**config.mk**
```make
export PLATFORM = sky130hd
export DESIGN_NAME = display_scan_ctrl_flat
export DESIGN_NICKNAME = d
export VERILOG_FILES = /design/src/rtl/seg7_pkg.sv /design/src/rtl/display_scan_ctrl_if.sv /design/src/rtl/hex_to_seg7.sv /design/src/rtl/display_scan_ctrl.sv /design/src/flat_wrapper.sv
export SDC_FILE = /design/constraint.sdc
export NUM_CORES = 1
export LEC_CHECK = 0
export BUFFER_PORTS_ARGS = -buffer_cell sky130_fd_sc_hd__buf_2
export CORE_UTILIZATION = 56
export DETAILED_ROUTE_END_ITERATION = 7
export PLACE_DENSITY = 0.83
export SLEW_MARGIN = 20
export SYNTH_ARGS = -nofsm -noshare
export SYNTH_HDL_FRONTEND = slang
export SYNTH_SLANG_ARGS = --single-unit
```
**constraint.sdc**
```tcl
create_clock -name clock -period 2.71 [get_ports clock]
set_input_delay 0.542 -clock clock [delete_from_list [all_inputs] [get_ports clock]]
set_output_delay 0.542 -clock clock [all_outputs]
set_load 0.02 [all_outputs]
```
**src/rtl/seg7_pkg.sv**
```systemverilog
// seg7_pkg -- shared constants for the seven-segment scan controller.
//   NUM_DIGITS : number of multiplexed digits driven by the controller
//   SEG_BLANK  : active-low pattern with every segment off
//   SEG_TABLE  : active-low segment patterns for hex 0..F, bit order g..a
package seg7_pkg;

  localparam int NUM_DIGITS = 4;

  localparam logic [6:0] SEG_BLANK = 7'h7F;

  // Index is the hex value; bit 6 = g ... bit 0 = a, 0 = segment lit.
  localparam logic [6:0] SEG_TABLE [16] = '{
    7'h40, 7'h79, 7'h24, 7'h30,   // 0 1 2 3
    7'h19, 7'h12, 7'h02, 7'h78,   // 4 5 6 7
    7'h00, 7'h10, 7'h08, 7'h03,   // 8 9 A b
    7'h46, 7'h21, 7'h06, 7'h0E    // C d E F
  };

endpackage

```
**src/rtl/display_scan_ctrl_if.sv**
```systemverilog
// display_scan_ctrl_if -- valid/ready word handshake into the scan controller.
//   data_in    : four hex nibbles, nibble 0 is the rightmost digit
//   data_valid : producer offers data_in this cycle
//   data_ready : controller can take data_in this cycle
// Modports: master = producer side, slave = controller side.
interface display_scan_ctrl_if;

  logic [15:0] data_in;
  logic        data_valid;
  logic        data_ready;

  modport master (
    output data_in,
    output data_valid,
    input  data_ready
  );

  modport slave (
    input  data_in,
    input  data_valid,
    output data_ready
  );

endinterface

```
**src/rtl/hex_to_seg7.sv**
```systemverilog
// hex_to_seg7 -- combinational hex-to-seven-segment decoder.
//   hex : 4-bit value to show
//   seg : active-low segments, bit order g..a
module hex_to_seg7
  import seg7_pkg::*;
(
  input  logic [3:0] hex,
  output logic [6:0] seg
);

  assign seg = SEG_TABLE[hex];

endmodule

```
**src/rtl/display_scan_ctrl.sv**
```systemverilog
// display_scan_ctrl -- multiplexed 4-digit seven-segment scan controller.
// A prescaler splits time into digit slots of REFRESH_DIV cycles; each slot
// opens with BLANK_CYCLES of anode dead time. New words are taken through a
// one-deep pending register and only copied to the display on a frame
// boundary (digit_sel 3->0), so a frame never mixes two words.
// Ports:
//   clock     : single clock, rising edge
//   reset     : asynchronous, active-high
//   bus       : display_scan_ctrl_if.slave (data_in/data_valid/data_ready)
//   anode     : active-low digit enables
//   cathode   : active-low segments g..a (registered)
//   digit_sel : current slot index (debug)
// Build option: define LEADING_ZERO_BLANK_EN to keep digits above the highest
// nonzero nibble dark (digit 0 is always shown).
// BLANK_CYCLES must be at least 1: the decoder output lags digit_sel by one
// cycle and that cycle is hidden inside the dead time.
module display_scan_ctrl
  import seg7_pkg::*;
#(
  parameter int REFRESH_DIV  = 100000,
  parameter int BLANK_CYCLES = 16
) (
  input  logic                clock,
  input  logic                reset,
  display_scan_ctrl_if.slave  bus,
  output logic [3:0]          anode,
  output logic [6:0]          cathode,
  output logic [1:0]          digit_sel
);

  localparam int CW = (REFRESH_DIV > 1) ? $clog2(REFRESH_DIV) : 1;
  localparam logic [CW-1:0] LAST_COUNT = CW'(REFRESH_DIV - 1);
  localparam logic [CW-1:0] BLANK_END  = CW'(BLANK_CYCLES);
  localparam logic [1:0]    LAST_DIGIT = 2'(NUM_DIGITS - 1);

  logic [CW-1:0] prescaler;
  logic [CW-1:0] prescaler_next;
  logic [1:0]    sel_next;
  logic [15:0]   display;
  logic [15:0]   display_next;
  logic [15:0]   pending;
  logic          pending_full;
  logic          slot_end;
  logic          frame_end;
  logic          accept;
  logic [3:0]    anode_next;
  logic [6:0]    cathode_next;
  logic [6:0]    seg_out;
  logic [NUM_DIGITS-1:0] shown;

  assign bus.data_ready = !pending_full;
  assign accept         = bus.data_valid && !pending_full;

  assign slot_end  = (prescaler == LAST_COUNT);
  assign frame_end = slot_end && (digit_sel == LAST_DIGIT);

  // Per-digit visibility, evaluated on the value the display will hold next
  // cycle so a frame-boundary load affects blanking from its first cycle.
  genvar gi;
  generate
    for (gi = 0; gi < NUM_DIGITS; gi++) begin : g_shown
`ifdef LEADING_ZERO_BLANK_EN
      if (gi == 0) begin : g_first
        assign shown[gi] = 1'b1;
      end else begin : g_upper
        assign shown[gi] = |display_next[15:4*gi];
      end
`else
      assign shown[gi] = 1'b1;
`endif
    end
  endgenerate

  hex_to_seg7 u_dec (
    .hex (display[4*digit_sel +: 4]),
    .seg (seg_out)
  );

  always_comb begin
    prescaler_next = slot_end ? '0 : prescaler + 1'b1;
    sel_next       = slot_end ? digit_sel + 2'd1 : digit_sel;
    display_next   = (frame_end && pending_full) ? pending : display;

    // Anode is registered from next-state values so it lines up exactly with
    // the prescaler/digit_sel it belongs to.
    if ((prescaler_next < BLANK_END) || !shown[sel_next]) begin
      anode_next = 4'hF;
    end else begin
      anode_next = ~(4'b0001 << sel_next);
    end

    // Decoder sees the current digit_sel, giving one cycle of latency that
    // always lands inside the dead time of a fresh slot.
    cathode_next = (anode_next == 4'hF) ? SEG_BLANK : seg_out;
  end

  always_ff @(posedge clock or posedge reset) begin
    if (reset) begin
      prescaler    <= '0;
      digit_sel    <= 2'd0;
      display      <= 16'h0000;
      pending      <= 16'h0000;
      pending_full <= 1'b0;
      anode        <= 4'hF;
      cathode      <= SEG_BLANK;
    end else begin
      prescaler <= prescaler_next;
      digit_sel <= sel_next;
      display   <= display_next;
      anode     <= anode_next;
      cathode   <= cathode_next;
      if (accept) begin
        pending <= bus.data_in;
      end
      // On a frame boundary the pending word moves to the display; a word
      // taken in that same cycle (only possible if we were already empty)
      // refills the slot.
      if (frame_end) begin
        pending_full <= accept;
      end else if (accept) begin
        pending_full <= 1'b1;
      end
    end
  end

endmodule
```
**src/flat_wrapper.sv**
```systemverilog
// flat-port wrapper written by rule: the top's interface ports become plain ports
module display_scan_ctrl_flat import seg7_pkg::*;
#(
  parameter int REFRESH_DIV  = 100000,
  parameter int BLANK_CYCLES = 16
)
  (clock, reset, anode, cathode, digit_sel, bus_data_in, bus_data_valid, bus_data_ready);
  display_scan_ctrl_if bus_i ();
  input  logic clock;
  input  logic reset;
  output logic [3:0] anode;
  output logic [6:0] cathode;
  output logic [1:0] digit_sel;
  input wire logic [$bits(bus_i.data_in)-1:0] bus_data_in;
  input wire logic [$bits(bus_i.data_valid)-1:0] bus_data_valid;
  output wire logic [$bits(bus_i.data_ready)-1:0] bus_data_ready;
  assign bus_i.data_in = bus_data_in;
  assign bus_i.data_valid = bus_data_valid;
  assign bus_data_ready = bus_i.data_ready;
  display_scan_ctrl #(.REFRESH_DIV(REFRESH_DIV), .BLANK_CYCLES(BLANK_CYCLES)) u_core (.clock(clock), .reset(reset), .bus(bus_i), .anode(anode), .cathode(cathode), .digit_sel(digit_sel));
endmodule
```
* After elaboration in Yosys (flattened, before gate mapping) *
Memories as Yosys holds them, arrays and structs flattened.
Index checks and enable logic that the tools add are counted.

operators by class
  add/sub/neg operators = 2
  order comparisons = 3
  bitwise operators = 2
  shift operators = 2
  reduce and logical (&&, ||, !) cells = 7
  equal/unequal tests = 3
  muxes and demuxes = 10
  divide/modulo/power cells = 0
  multipliers = 0

operators by type and width
  cell                   count
  $mux 7                 3
  $add 17x1->17 const B  1
  $eq 17x17->1 const B   1
  $lt 17x5->1 const B    1
  $mux 17                1
  $shiftx 16x5->4        1
  $ge 5x5->1 const B     1
  $not 4->5              1
  $eq 4x4->1 const B     1
  $mux 4                 1
  $not 4->4              1
  $shl 1x2->4 const A    1
  $logic_and 1x1->1      3
  $lt 2x3->1 const B     1
  $mux 1                 3
  $add 2x1->2 const B    1
  $bmux 1 s2             1
  $eq 2x2->1 const B     1
  $logic_not 1->1        2
  $mux 2                 1
  $reduce_bool 2->1      1
  $logic_or 1x1->1       1

storage, ports and cells
  RAM bits = 0
  bits in latches = 0
  bits of input ports = 19
  bits in read-only memories = 112
  word-level logic and storage cells = 37
  register bits after elaboration = 63
  memories = 1

memories
  memory            words  width  rd ports  clocked after Yosys merged registers in  wr ports  line               source
  (name not given)  16     7      1         0                                        0         hex_to_seg7.sv:11  assign seg = SEG_TABLE[hex];

* Logic depth before layout (Yosys ltp) *
  depth in word-level cells = 9
  mapped depth = 9
  gate-level depth less buffers = 7

* Hierarchy *
From an unflattened synthesis, not the netlist that was laid out.

unflattened totals
  cells, all modules = 257
  area total of the unflattened synthesis = 3145.5 µm²

by module, submodules not included
  module             area an instance (µm²)  instances  sequential area each (µm²)  cells an instance
  display_scan_ctrl  2870.3                  1          1590.3                      225
  hex_to_seg7        275.3                   1          0.0                         32

* Worst setup path before layout *
OpenSTA, ideal clock, no wires.

  kind = reg2reg
  start = reg u_core.prescaler[0]
  end = reg u_core.cathode[2]
  period minus slack after synthesis = 2166 ps
  setup time = 97 ps
  data arrival time = 2069 ps
  stages on the path, launching flop included = 10
  slack = 544 ps
  path buffers = 2
  path through = dfrtp_1 ha_1 and3_1 and2_1 and4_1 buf_4 or3_1 o2111ai_1 buf_2 o221ai_1

between the ends
  cells in the longest elaborated chain, start to end = 9
  elaborated cells between the ends (all ways) = 14

ends and longest elaborated chain
  item                                                                   line                      source
  start, declared                                                        display_scan_ctrl.sv:36   logic [CW-1:0] prescaler;
  start signal, assigned                                                 display_scan_ctrl.sv:107  prescaler <= prescaler_next;
  parallel branches: the longest is 6 deep, another holds $add 17x1->17  -
  $mux 4 *                                                               display_scan_ctrl.sv:86   if ((prescaler_next < BLANK_END) || !shown[sel_next]) begin
  $eq 4x4->1 *                                                           display_scan_ctrl.sv:94   cathode_next = (anode_next == 4'hF) ? SEG_BLANK : seg_out;
  $mux 7 *                                                               display_scan_ctrl.sv:94
  via u_core.cathode_next[2]                                             display_scan_ctrl.sv:47   logic [6:0] cathode_next;
  end signal, assigned                                                   display_scan_ctrl.sv:111  cathode <= cathode_next;
  end, declared                                                          display_scan_ctrl.sv:27   output logic [6:0] cathode,

Mark *: on every way through the listed nets, which the timed path passes. The select of a mux whose other input is x is not followed.
A chain may end at the register's enable or synchronous reset.

* Worst setup path in the final report *
  start = reg u_core.prescaler[11]
  end = reg u_core.display[5]

between the ends
  cells in the longest elaborated chain, start to end = 3

ends and longest elaborated chain
  item                  line                      source
  $eq 17x17->1          display_scan_ctrl.sv:54   assign slot_end = (prescaler == LAST_COUNT);
  $logic_and 1x1->1     display_scan_ctrl.sv:55   assign frame_end = slot_end && (digit_sel == LAST_DIGIT);
  $logic_and 1x1->1     display_scan_ctrl.sv:82   display_next = (frame_end && pending_full) ? pending : display;
  end signal, assigned  display_scan_ctrl.sv:109  display <= display_next;
  end, declared         display_scan_ctrl.sv:39   logic [15:0] display;

No other way between the ends.

==> qor.csv <==
metric,value,unit
fin_crit,2.37,ns
clock-sinks,63,
coreArea,5140,µm²
cts_tree,built,
crit_path_start_kind,flop,
initial_utilization,58.4,%
multi_input_comb_area,1310,µm²
synth_warnings,0,
first_pass_iters,4,
final_util,66.4,%
yosys-top-cells-area,"dfrtp_1 (43%), dfstp_2 (9.6%), mux2_2 (9.4%), mux2_4 (4.5%), ha_1 (3.3%)",
p_seq_share,53.7,%
io_buffer_count,32,
crit_required,2.93,ns
grt_pass1_wl,8710,µm
grt_pass1_vias,1812,
power_density,539,nW/µm²
ff2ff_path_depth,5,
clock-root-buffer,clkbuf_8,
worstSetupEndpointType,flop,
synth.distinct_cells,45,
hp-class,in2async,
syn_to_final_growth,13.8,%
power.leakage,1.58,nW
grt.overflow.total,0,
yosysTopAreaCellShare,43.4,%
num_vias,1910,
grt_max_degree,64,
yosys-top-cells-count,"dfrtp_1 (52), mux2_2 (25), nor2_1 (12)",
maxCapViolCount,0,
cts_made_buffers,9,
comb_power_share,3.3,%
timing.rr.end,u_core.display[5],
synth_area,3000,µm²
timing_worst_setup_path_type,reg2reg,
nNetsFinal,297,
cts_buffer_depth,2,
p_sw_share,21.0,%
finalSetupTns,0,ns
synth-async-reset-ratio,100,%
drive_above_1_share,38.5,%
die_h,75.2,µm
cp-startpoint,u_core.prescaler[11],
rsz0062_at_grt,no,
ys_seq_elements,63,
cts_resized,0,
finalMaxSlewViolations,0,
r2r_slack,0.34,ns
r2r_start,u_core.prescaler[11],
crit_fanout,17,
synth_fp_nets,262,
endpoint,u_core.display[5],
hold_viol,0,
htree_num_levels,3,
status,"finished, final reports clean",
drt_iter0_drc,87,
regArea,1590,µm²
yosysTopAreaCell,dfrtp_1,
clk-insertion-delay-late,0.34,ns
tightest_slew,0.767,ns
cts_hold_buf,0,
n_antenna_cell,0,
rows,26,
drt-wirelength-per-cell,15.0,µm
place.gp.congestion,0.905,
synth_cells,235,
pin_count,33,
grt_use_total,21.8,%
intPower,1.45,mW
die_area,5660,µm²
postCtsSetupBuffers,0,
setup_viol_count_final,0,
ant_nets,0,
fin_crit_sh,87.3,%
fmax,0.422,GHz
switchingPower,386,µW
n_fill_cell,383,
yosysMostFrequentCell,dfrtp_1,
yosysSeqAreaShare,53.0,%
via_per_inst,5.54,
ys.flop_type,dfrtp_1,
avgSynthCellArea,12.8,µm²
drc_errors,0,
synth_edf_count,0,
power.share.clock,43.0,%
crit_arrival,2.59,ns
antenna_found_initial,0,
wirelength,5180,µm
max-slew-margin-rel,48.9,%
fin_skew,0.00630,ns
path_clk_slew,0.06,ns
dp_hpwl,3650,µm
die_w,75.2,µm
irDropWorstVdd,0.000459,V
## cell usage in the layout, fill, tap and decap left out, types with 2 or more instances in the layout
| cell | synthesis | final |
|---|---|---|
| xor2_1 | 6 | 6 |
| mux4_2 | 4 | 4 |
| and3_1 | 3 | 3 |
| nor2_1 | 12 | 12 |
| nand3_1 | 11 | 11 |
| xnor2_1 | 11 | 11 |
| clkbuf_8 | 0 | 10 |
| a21oi_1 | 2 | 2 |
| nand2_1 | 9 | 9 |
| o311ai_0 | 3 | 3 |
| dfrtp_1 | 52 | 52 |
| nor4_1 | 6 | 6 |
| buf_4 | 3 | 6 |
| nor3_1 | 4 | 4 |
| o21a_1 | 3 | 3 |
| o211ai_1 | 2 | 2 |
| mux2_2 | 25 | 25 |
| mux2_4 | 9 | 9 |
| a22oi_1 | 2 | 2 |
| buf_2 | 5 | 32 |
| nand4_1 | 5 | 5 |
| dfstp_2 | 11 | 11 |
| nand4bb_1 | 2 | 2 |
| inv_1 | 8 | 7 |
| o21ai_0 | 2 | 2 |
| nor2b_1 | 4 | 4 |
| ha_1 | 8 | 8 |
| o221ai_1 | 2 | 2 |
| clkbuf_1 | 4 | 3 |
## how the worst min path moves through the flow
| stage | to | slack [ns] | depth (start not counted) |
|---|---|---|---|
| detailed placement | u_core.prescaler[0] | 0.48 | 1 |
| floorplan | u_core.prescaler[0] | 0.45 | 1 |
| finish | u_core.pending[0] | 0.42 | 3 |
| global placement | u_core.prescaler[0] | 0.47 | 1 |
| global route | u_core.pending[6] | 0.41 | 2 |
| CTS | u_core.pending[8] | 0.42 | 2 |
## area by class of cell
| type | instances | area share (%) |
|---|---|---|
| Clock buffer | 13 | 4.36 |
| Clock inverter | 3 | 1.25 |
| Inverter | 8 | 0.879 |
| Multi-Input combinational cell | 150 | 38.4 |
| Sequential cell | 63 | 46.6 |
| Tap cell | 70 | 2.57 |
| Timing Repair Buffer | 38 | 6.01 |
## per-stage QoR
| step | cells | setup WS, ns | power [mW] | hold slack (ns) | instance area, µm² |
|---|---|---|---|---|---|
| floorplan | 235 | 0.544 | 1.04 | 0.452 | 3000 |
| global placement | 329 | 0.309 | 1.06 | 0.465 | 3220 |
| detailed placement | 329 | 0.208 | 1.07 | 0.475 | 3220 |
| CTS | 345 | 0.147 | 1.87 | 0.416 | 3410 |
| global route | 345 | 0.145 | 1.92 | 0.410 | 3410 |
| finish | 345 | 0.343 | 1.84 | 0.417 | 3410 |
## state kept, by name, summed over array words and instances, names as in the netlist
name and flops:
u_core.pending_full 1, u_core.pending 16, u_core.digit_sel 2, u_core.cathode 7, u_core.display 16, u_core.anode 4
u_core.prescaler 17
## power by group through the flow
| stage | combinational [mW] | clock (mW) | sequential (mW) |
|---|---|---|---|
| 3_5_place_dp | 0.0627 | 0 | 1.01 |
| 4_1_cts | 0.0627 | 0.815 | 0.988 |
| 5_1_grt | 0.0692 | 0.859 | 0.992 |
| 3_3_place_gp | 0.0597 | 0 | 1.00 |
| 6_report | 0.0605 | 0.792 | 0.988 |
| 2_1_floorplan | 0.0413 | 0 | 0.999 |
## metal layers
metal | vias to the layer above | routed length, µm | GRT usage [%] | part of all wire (%)
li1 | 912 | - | - | -
met1 | 934 | 2450 | 29.9 | 47
met2 | 52 | 2380 | 30.7 | 46
met3 | 12 | 245 | 8.03 | 4.7
met4 | 0 | 104 | 10.9 | 2.0
met5 | - | 0 | 0 | 0
## kinds of logic after synthesis
| group | Yosys count | share of synthesized area [%] |
|---|---|---|
| AOI/OAI and AO/OA | 20 | 5.04 |
| xor gates and xnor gates | 17 | 4.96 |
| adders and majority gates | 8 | 3.33 |
| buffers and inverters | 22 | 3.58 |
| DFF | 63 | 53.0 |
| muxes | 39 | 17.2 |
| and+or+nand+nor | 66 | 12.9 |
## worst max-delay path: stages, from the launching register on
cell	delay (ns)
dfrtp_1	0.46
or4b_1	0.57
nor4_2	0.13
and4_1	0.40
nand3_4	0.30
mux2_4	0.38
No activity file was read; power rests on OpenSTA's default activity.
